<file path="src/rtl/ms_jk_reg_bank.sv">
// ms_jk_reg_bank: master-slave JK/SR/D/T register bank with sticky SR-forbidden flags
// and a saturating count of cycles in which the master state changed.
module ms_jk_reg_bank #(
    parameter int                 WIDTH     = 8,
    parameter logic [WIDTH-1:0]   RESET_VAL = '0,
    parameter int                 MS_STAGE  = 1,
    parameter int                 CNT_W     = 16
) (
    input  logic             clk,
    input  logic             rst,
    input  logic             en,
    input  logic [1:0]       mode,
    input  logic [WIDTH-1:0] j,
    input  logic [WIDTH-1:0] k,
    input  logic             load,
    input  logic [WIDTH-1:0] load_val,
    input  logic             err_clr,
    input  logic             cnt_clr,
    output logic [WIDTH-1:0] q,
    output logic [WIDTH-1:0] qbar,
    output logic [WIDTH-1:0] sr_err,
    output logic [CNT_W-1:0] chg_cnt
);
    localparam logic [CNT_W-1:0] ONE = CNT_W'(1);
    logic [WIDTH-1:0] m, upd, m_next, q_next, err_set;
    logic             changed;
    always_comb begin
        upd = mode == 2'b00 ? (j & ~m) | (~k & m) :
              mode == 2'b01 ? (j & ~k) | (m & ~(k & ~j)) :
              mode == 2'b10 ? j : m ^ j;
        m_next  = load ? load_val : en ? upd : m;
        err_set = (en && !load && mode == 2'b01) ? (j & k) : '0;
        changed = m_next != m;
        q_next  = (MS_STAGE != 0) ? m : m_next;
    end
    // Reset forces q directly so no stale master value is ever visible afterwards.
    always_ff @(posedge clk) begin
        if (!rst) begin
            m       <= RESET_VAL;
            q       <= RESET_VAL;
            qbar    <= ~RESET_VAL;
            sr_err  <= '0;
            chg_cnt <= '0;
        end else begin
            m       <= m_next;
            q       <= q_next;
            qbar    <= ~q_next;
            sr_err  <= (err_clr ? '0 : sr_err) | err_set;
            chg_cnt <= cnt_clr ? (changed ? ONE : '0) :
                       (changed && !(&chg_cnt)) ? chg_cnt + ONE : chg_cnt;
        end
    end
endmodule

</file>
<file path="config.mk">
export PLATFORM = sky130hd
export DESIGN_NAME = ms_jk_reg_bank
export DESIGN_NICKNAME = d
export VERILOG_FILES = /design/src/rtl/ms_jk_reg_bank.sv
export SDC_FILE = /design/constraint.sdc
export NUM_CORES = 1
export LEC_CHECK = 0
export BUFFER_PORTS_ARGS = -buffer_cell sky130_fd_sc_hd__buf_2
export CAP_MARGIN = 10
export CORE_MARGIN = 5
export CORE_UTILIZATION = 35
export DETAILED_ROUTE_END_ITERATION = 10
export SLEW_MARGIN = 20
export SYNTH_ARGS = -nofsm -noshare
export SYNTH_HDL_FRONTEND = slang
export SYNTH_SLANG_ARGS = --single-unit
export TNS_END_PERCENT = 50
</file>
<file path="constraint.sdc">
create_clock -name clk -period 3.09 [get_ports clk]
set_clock_uncertainty 0.2 [all_clocks]
set_input_delay 0.1545 -clock clk [delete_from_list [all_inputs] [get_ports clk]]
set_output_delay 0.1545 -clock clk [all_outputs]
set_load 0.01 [all_outputs]
</file>
==> metrics list, run 1 <==
- Clock slew seen by the registers of the worst setup and hold paths: 90 ps
* Total routing resource utilization after global routing: 14.77%
- Worst vdd ir: 193.2 uV
- Setup slack on the critical path of the routed design comes to 599.6 ps.
- Number of H-tree levels: 2
- Summed over all failing endpoints, the final setup total negative slack is 0 ps.
- Hold timing on the final database bottoms out at a slack of 9.181 ps.
- The worst pin sits at a relative slew slack of 42.34%.
* Seq/Total Area, Yosys: 34.44%
* RSZ-0062 raised after global routing: no
* Count of hold-fix buffers inserted at cts: 11
- 0 antenna diodes ended up in the layout.
- For this run the aggregate overflow at the end of global routing stands at 0.
* Most numerous cell in the Yosys netlist: sky130_fd_sc_hd__dfxtp_1
- Startpoint of the most critical hold path: load_val[2]
- Crit path capture type: flop
- Syn_area_per_cell: 8.206 um^2
* Internal Power: 0.9232 mW
- Port Buffers: 71
- The clock passes through at most 2 buffers.
- In this run switching power makes up 29.20% of total power.
- The floorplan step set the die width to 99.29 um.
- In the routed design, unresolved DRC markers number 0.
- Maximum number of pins on one net before global-route repair: 33
- In this run the remaining antenna-violating nets after routing total 0.
- Count of routing violations after the opening detailed-route iteration: 174
* Share of post-route cells with drive strength above 1: 22.00%
- Once detailed placement completed, the half-perimeter wirelength came to 5361 um.
* Max cap viols: 0
- Synthesis-to-layout area growth: 19.06%
* DR WL/cell: 14.52 um
- After detailed routing, the total wire length is 7289 um.
- Die outline height: 99.29 um
* Type of the worst min-delay path: in -> reg
* Max Fclk: 0.4015 GHz
- During synthesis, Yosys emitted a total of 0 warnings.
* Netlist area before placement: 2790 um^2
- Number of flops mapped to enable cells by yosys: 0
- Routability Congestion: 0.8803
- Vias in the first global route: 2444
* Power Dens Cells: 392.5 nW/um^2
- Relative contribution of the clock network to total power: 31.1%
- Counting instances, the worst hold path has a depth of 4.
- Switching power summed over all nets: 0.3807 mW
* Antenna violations before repair: 0
* # fillers: 771
* Worst Path Required: 3120 ps
* Worst Path Max Fanout: 27
- After synthesis, the share of flip-flops with an asynchronous set or reset is 0%.
- Prior to clock tree synthesis, the placed netlist has a worst setup slack of 319.9 ps.
- Dominant cell type by area after synthesis: sky130_fd_sc_hd__dfxtp_1
* Crit Reg-Reg Startpoint: m[3]
- In the synthesized netlist the dominant register cell turns out to be sky130_fd_sc_hd__dfxtp_1.
- By count the netlist is led by sky130_fd_sc_hd__dfxtp_1 (48), sky130_fd_sc_hd__nand2_1 (38), sky130_fd_sc_hd__a21oi_1 (22).
- Instance count of the mapped netlist: 340
* Result of the run: finished, final reports clean
- Worst-Skew Late Latency: 300 ps
- The number of cells on the worst reg-to-reg path is 7.
- Counting flops and latches in the post-synthesis netlist gives 48.
- The critical path is of the reg -> reg type.
- For hold timing, the worst endpoint is m[2].
- Number of ports placed on the die boundary: 72
* Die Area: 9858 um^2
- The first global-routing pass estimated 12170 um of wire.
* Setup-failing EPs final: 0
* Root Buffer Master: sky130_fd_sc_hd__clkbuf_8
* Clock buffer count from CTS: 5
* Final Hold Viols: 0
- The smallest clock period supported by the final layout is computed as 2490 ps.
* Slew at the pin with the worst max-slew slack: 863.0 ps
- After clock tree synthesis, the setup repair step added 0 buffers.
* Post-Synthesis Net Count: 373
* DR pass1 iterations: 4
* Starting Density: 36.11%
* Period Utilization, post-route: 80.60%
- Total clock sinks: 48
* Final-stage net count: 432
* Worst R2R Setup Slack: 600 ps
- The share of total power dissipated in combinational logic is 18.4%.
- Top post-synthesis cells by area: sky130_fd_sc_hd__dfxtp_1 (34%), sky130_fd_sc_hd__nand2_1 (5.1%), sky130_fd_sc_hd__a21oi_1 (3.9%), sky130_fd_sc_hd__o21ai_0 (3.4%), sky130_fd_sc_hd__o22ai_1 (3.4%)
- CTS resizes: 0
- Core outline area: 7727 um^2
* Unique cell type count in the Yosys netlist: 55
* Ratio of routed vias to standard cells: 5.351
- In this run the static leakage power is 1.307 nW.
* Startpoint types: flop
- Max-slew violation total from the final report: 0
- In this run the biggest area consumer among cell types represents 34.44% of the synthesized area.
- In this run the critical register-to-register path is captured at chg_cnt[15].
* Overall power: 1.304 mW
- Of the total power, registers draw 50.5%.
- CTS tree: built
* Endpoint arrival time on the critical path: 2520 ps
* Row count: 32
- Across all layers, the routed design uses 2686 vias.
==> how the worst max path moves through the flow <==
stage                 start          end  slack [ps]  cells after the start
global placement    mode[1]   chg_cnt[8]         420                      8
global route        mode[1]   chg_cnt[2]         290                      8
floorplan              m[3]  chg_cnt[15]         940                      8
finish                 m[3]  chg_cnt[15]         600                      7
CTS                    m[3]  chg_cnt[15]         610                      7
detailed placement  mode[1]  chg_cnt[15]         320                      8
==> routing by layer <==
metal | track usage, % | vias to the layer above | wire length (um)
li1 | - | 1367 | -
met1 | 21.71 | 1235 | 3649
met2 | 22.31 | 76 | 3190
met3 | 2.314 | 8 | 353
met4 | 3.992 | 0 | 96
met5 | 0 | - | 0
==> through the flow <==
| step | utilization [%] | cell area, um^2 | instances |
|---|---|---|---|
| 3_3_place_gp | 40.30 | 3114 | 483 |
| 3_5_place_dp | 40.30 | 3114 | 483 |
| 2_1_floorplan | - | 2790 | 340 |
| 4_1_cts | 42.99 | 3322 | 502 |
| 6_report | 42.99 | 3322 | 502 |
| 5_1_grt | 42.99 | 3322 | 502 |
==> power groups by stage <==
stage / logic, mW / registers (mW) / clock network [mW]
floorplan: 0.176 / 0.665 / 0
global route: 0.268 / 0.663 / 0.443
CTS: 0.240 / 0.659 / 0.419
global placement: 0.225 / 0.672 / 0
detailed placement: 0.228 / 0.673 / 0
finish: 0.240 / 0.659 / 0.405
==> cell type report <==
type / instances / area (um^2) / area share (%)
Clock buffer: 6 / 82.58 / 2.486
Clock inverter: 2 / 15.01 / 0.4520
Inverter: 18 / 67.56 / 2.034
Multi-Input combinational cell: 242 / 1588 / 47.80
Sequential cell: 48 / 960.9 / 28.93
Tap cell: 102 / 127.6 / 3.842
Timing Repair Buffer: 84 / 480.5 / 14.46
==> cells by family (layout without fill, tap and decap cells) <==
kind of cell	Yosys count	in the layout	share of synthesized area [%]
compound gates	113	113	28.92
flops	48	48	34.44
buf+inv	50	110	8.654
simple gates	111	111	22.15
fa+ha+maj	1	1	0.4484
xor+xnor	16	16	5.023
mux	1	1	0.3588
==> worst max-delay path, cell delays in order, from the launching register on <==
cell,delay (ps)
sky130_fd_sc_hd__dfxtp_1,510
sky130_fd_sc_hd__o211ai_1,170
sky130_fd_sc_hd__a221oi_1,300
sky130_fd_sc_hd__nor4_2,120
sky130_fd_sc_hd__a31oi_4,240
sky130_fd_sc_hd__o21bai_4,200
sky130_fd_sc_hd__or4_1,510
sky130_fd_sc_hd__a21oi_1,160
==> flip-flops by register name, indices dropped and copies added, names as in the netlist <==
register and count:
chg_cnt 16, m 8, q 8, qbar 8, sr_err 8
==> cells in the final DEF (no fill, tap or decap), types with 7 or more instances in the layout <==
master                           n
sky130_fd_sc_hd__a21oi_1        22
sky130_fd_sc_hd__xnor2_1         8
sky130_fd_sc_hd__or3_1           8
sky130_fd_sc_hd__nand3_1         8
sky130_fd_sc_hd__a32oi_1        10
sky130_fd_sc_hd__dlygate4sd3_1  11
sky130_fd_sc_hd__buf_2          71
sky130_fd_sc_hd__dfxtp_1        48
sky130_fd_sc_hd__nor2b_1        13
sky130_fd_sc_hd__nand2_1        38
sky130_fd_sc_hd__inv_1          18
sky130_fd_sc_hd__o21ai_0        19
sky130_fd_sc_hd__o22ai_1        15
sky130_fd_sc_hd__xor2_1          8
sky130_fd_sc_hd__nand3b_1        7
sky130_fd_sc_hd__a221o_1         7
sky130_fd_sc_hd__and2_1          8
(Power assumes the default switching activity.)
==> run 2, diff against run 1 <==
==> constraint.sdc (replaced) <==
create_clock -name clk -period 2.6 [get_ports clk]
set_clock_uncertainty 0.2 [all_clocks]
set_input_delay 0.13 -clock clk [delete_from_list [all_inputs] [get_ports clk]]
set_output_delay 0.13 -clock clk [all_outputs]
set_load 0.01 [all_outputs]
==> run 2 against run 1 <==
Net effect:
- power rose by 29%
- non-clock buffer count rose by 17
- global-route usage rose by 0.29 points
- wire length rose by 5.0%
- sequential power rose by 18%
- sequential share of layout area fell by 1.5 points
- first-iteration DRC count rose by 8.6%
- utilization rose by 2.5 points
- final cell count rose by 3.6%
- largest cell class unchanged
- critical path type is now in -> reg
- register-to-register slack got worse by 410 ps
==> metrics list, run 2 (synthesized netlist as in run 1, its figures left out) <==
* Post-CTS Setup Inserts: 0
- Relative contribution of the clock network to total power: 34.7%
* DR pass1 iterations: 4
- For this design, the slowest cell found on the critical path is sky130_fd_sc_hd__dlygate4sd3_1.
- Setup repair after global routing left no endpoint under its margin.
- Number of flip-flops in the largest register: 16
- Of the cells placed in the final design, the portion with a size suffix greater than 1 is 24.16%.
- Root Buffer Master: sky130_fd_sc_hd__clkbuf_8
* Worst Setup Slack post-DPL: 90.52 ps
* Port Buffers: 71
- Switching power summed over all nets: 0.4657 mW
- Starting Density: 36.11%
* Maximum number of pins on one net before global-route repair: 32
- Crit path largest cell delay: 530 ps
- Routed wire length: 7656 um
- Synthesis-to-layout area growth: 26.05%
* Switching portion of total power: 27.67%
- For the worst-skew pair, the clock arrives at the later sink with an insertion delay of 310 ps.
- After detailed routing, the number of vias per cell comes to 5.356.
- The critical path is of the in -> reg type.
- Endpoint arrival time on the critical path: 2410 ps
* Buffers plus inverters on the worst setup path: 2
- Number of ports placed on the die boundary: 72
- Startpoint types: input port
* Routed Antenna Nets: 0
- Register with the highest flop count: chg_cnt
* Reported leakage power: 1.415 nW
- Total clock sinks: 48
- Part of the power in combinational logic: 18.9%
* Layout Utilization: 45.51%
- Slew at the pin with the worst max-slew slack: 537.3 ps
* Placement Cell Area: 3202 um^2
* Row count: 32
- The worst hold path belongs to the class in -> reg.
- Max Fclk: 0.4107 GHz
- Total power for the finished layout comes to 1.683 mW.
- Setup slack closes at 165.0 ps.
* CP top delay family: compound AO/OA/AOI/OAI gates
- Once layout is done, the placed cells without fillers occupy 3517 um^2.
- In this run the horizontal extent of the chip is 99.29 um.
* Crit path capture type: flop
* Worst max-slew margin expressed relative to the limit: 64.18%
- In the routed design, unresolved DRC markers number 0.
* Clock slew seen by the registers of the worst setup and hold paths: 100 ps
- In the final design database the tool counted 450 nets.
* Core outline area: 7727 um^2
- The layout has 790 filler cells.
- The HPWL after detailed placement is 5605 um.
- Leaving out fill and tap cells, the most frequent cell in the layout is sky130_fd_sc_hd__buf_2.
- The routed layout has 2785 vias.
* Worst Path Max Fanout: 11
- The library cells used most frequently in the layout, excluding fill and tap cells, are sky130_fd_sc_hd__buf_2 (71), sky130_fd_sc_hd__dfxtp_1 (46), sky130_fd_sc_hd__nand2_1 (38), sky130_fd_sc_hd__a21oi_1 (22), sky130_fd_sc_hd__o21ai_0 (19).
- The worst path needs 2435 ps of the cycle, external delays included.
- The final number of hold-violating endpoints came to 0.
- Period Utilization, post-route: 93.65%
- Vias in the first global route: 2433
- Global-route wire length before repair: 12140 um
- Internal Power: 1.217 mW
- In this run, flip-flops and latches consume 46.3% of the power.
- The H-tree generated during clock tree synthesis spans 2 levels.
- Max cap viols: 0
- STA puts the critical path data required time at 2580 ps.
- The run finished with clean final reports.
- Across every metal layer, demand over resource in global routing totals 15.05%.
- Setup violations remaining at the end of the flow were counted as 0.
- Die outline height: 99.29 um
* CTS tree: built
- The max-slew violation count was 0.
- Cells traversed along the worst timing path: dlygate4sd3_1 > buf_2 > o211ai_1 > a221oi_1 > nor4_2 > a31oi_4 > o21bai_2 > or3_1 > a21oi_1
- Across the VDD grid, the largest voltage drop is 260.7 uV.
- Die Area: 9858 um^2
* Antenna diode count: 0
* Clock Path Buffers: 2
- The initial antenna violation count was 0.
* Worst R2R Setup Slack: 190 ps
* Clock buffer count from CTS: 5
- The total overflow left after global routing is 0.
- Count of routing violations after the opening detailed-route iteration: 189
- DR WL/cell: 14.72 um
- Final-layout setup total negative slack: 0 ps
* Power Dens Cells: 478.5 nW/um^2
- Routability-driven placement finished with a final weighted congestion of 0.7998.
## run 2: cell count changes in the layout (fill, tap and decap cells not counted), sizes merged
| cell | previous run | this run |
|---|---|---|
| clkinvlp | 2 | 0 |
| bufinv | 0 | 1 |
| dlygate4sd3 | 11 | 18 |
| clkinv | 0 | 1 |
| o21bai | 1 | 2 |
| buf | 73 | 83 |
## run 2: worst reg2reg max path, cell delays in order, from the launching register on
cell and delay [ps]:
sky130_fd_sc_hd__dfxtp_1 490, sky130_fd_sc_hd__o211ai_1 140, sky130_fd_sc_hd__a221oi_1 280, sky130_fd_sc_hd__nor4_2 100
sky130_fd_sc_hd__a31oi_4 290, sky130_fd_sc_hd__o21bai_4 170, sky130_fd_sc_hd__buf_4 180, sky130_fd_sc_hd__or3_1 340
sky130_fd_sc_hd__a21oi_1 150
## run 2: metrics by stage
stage	hold slack (ps)	cells
floorplan	58.18	340
global placement	207.5	493
detailed placement	228.4	493
CTS	18.95	519
global route	36.20	520
finish	18.89	520
## run 2: path summary, 6_finish.rpt
check	from	end	depth (start not counted)
hold / removal	j[3]	sr_err[3]	3
setup reg to reg	m[5]	chg_cnt[3]	8
setup / recovery	k[2]	chg_cnt[5]	9
hold reg to reg	m[4]	qbar[4]	1
## run 2: final cells by class
type,count,area [um^2],share of cell area [%]
clock buffer,6,82.58,2.348
clock inverter,2,38.79,1.103
inverter,18,67.56,1.921
multi-input combinational,243,1599,45.46
sequential,48,963.4,27.39
tap,102,127.6,3.629
timing repair buffer,101,638.1,18.14
## run 2: power by group through the flow
stage | sequential, mW | combinational [mW] | clock (mW)
global route | 0.784 | 0.351 | 0.626
CTS | 0.779 | 0.315 | 0.603
floorplan | 0.791 | 0.209 | 0
finish | 0.780 | 0.319 | 0.585
global placement | 0.796 | 0.287 | 0
detailed placement | 0.797 | 0.293 | 0
## run 2: routing by layer
metal	part of all wire (%)	track usage [%]	routed length (um)	up-vias
met5	0	0	0	-
met4	1.6	5.987	119	0
met3	6.4	3.506	489	10
met2	44	21.69	3333	85
met1	49	21.53	3714	1282
li1	-	-	-	1408
## run 2: timing repair
action                                  CTS  global route
endpoints found under the hold margin    18             0
endpoints found under the setup margin    0             4
gates resized for setup                   0             2
hold buffers                             18             0
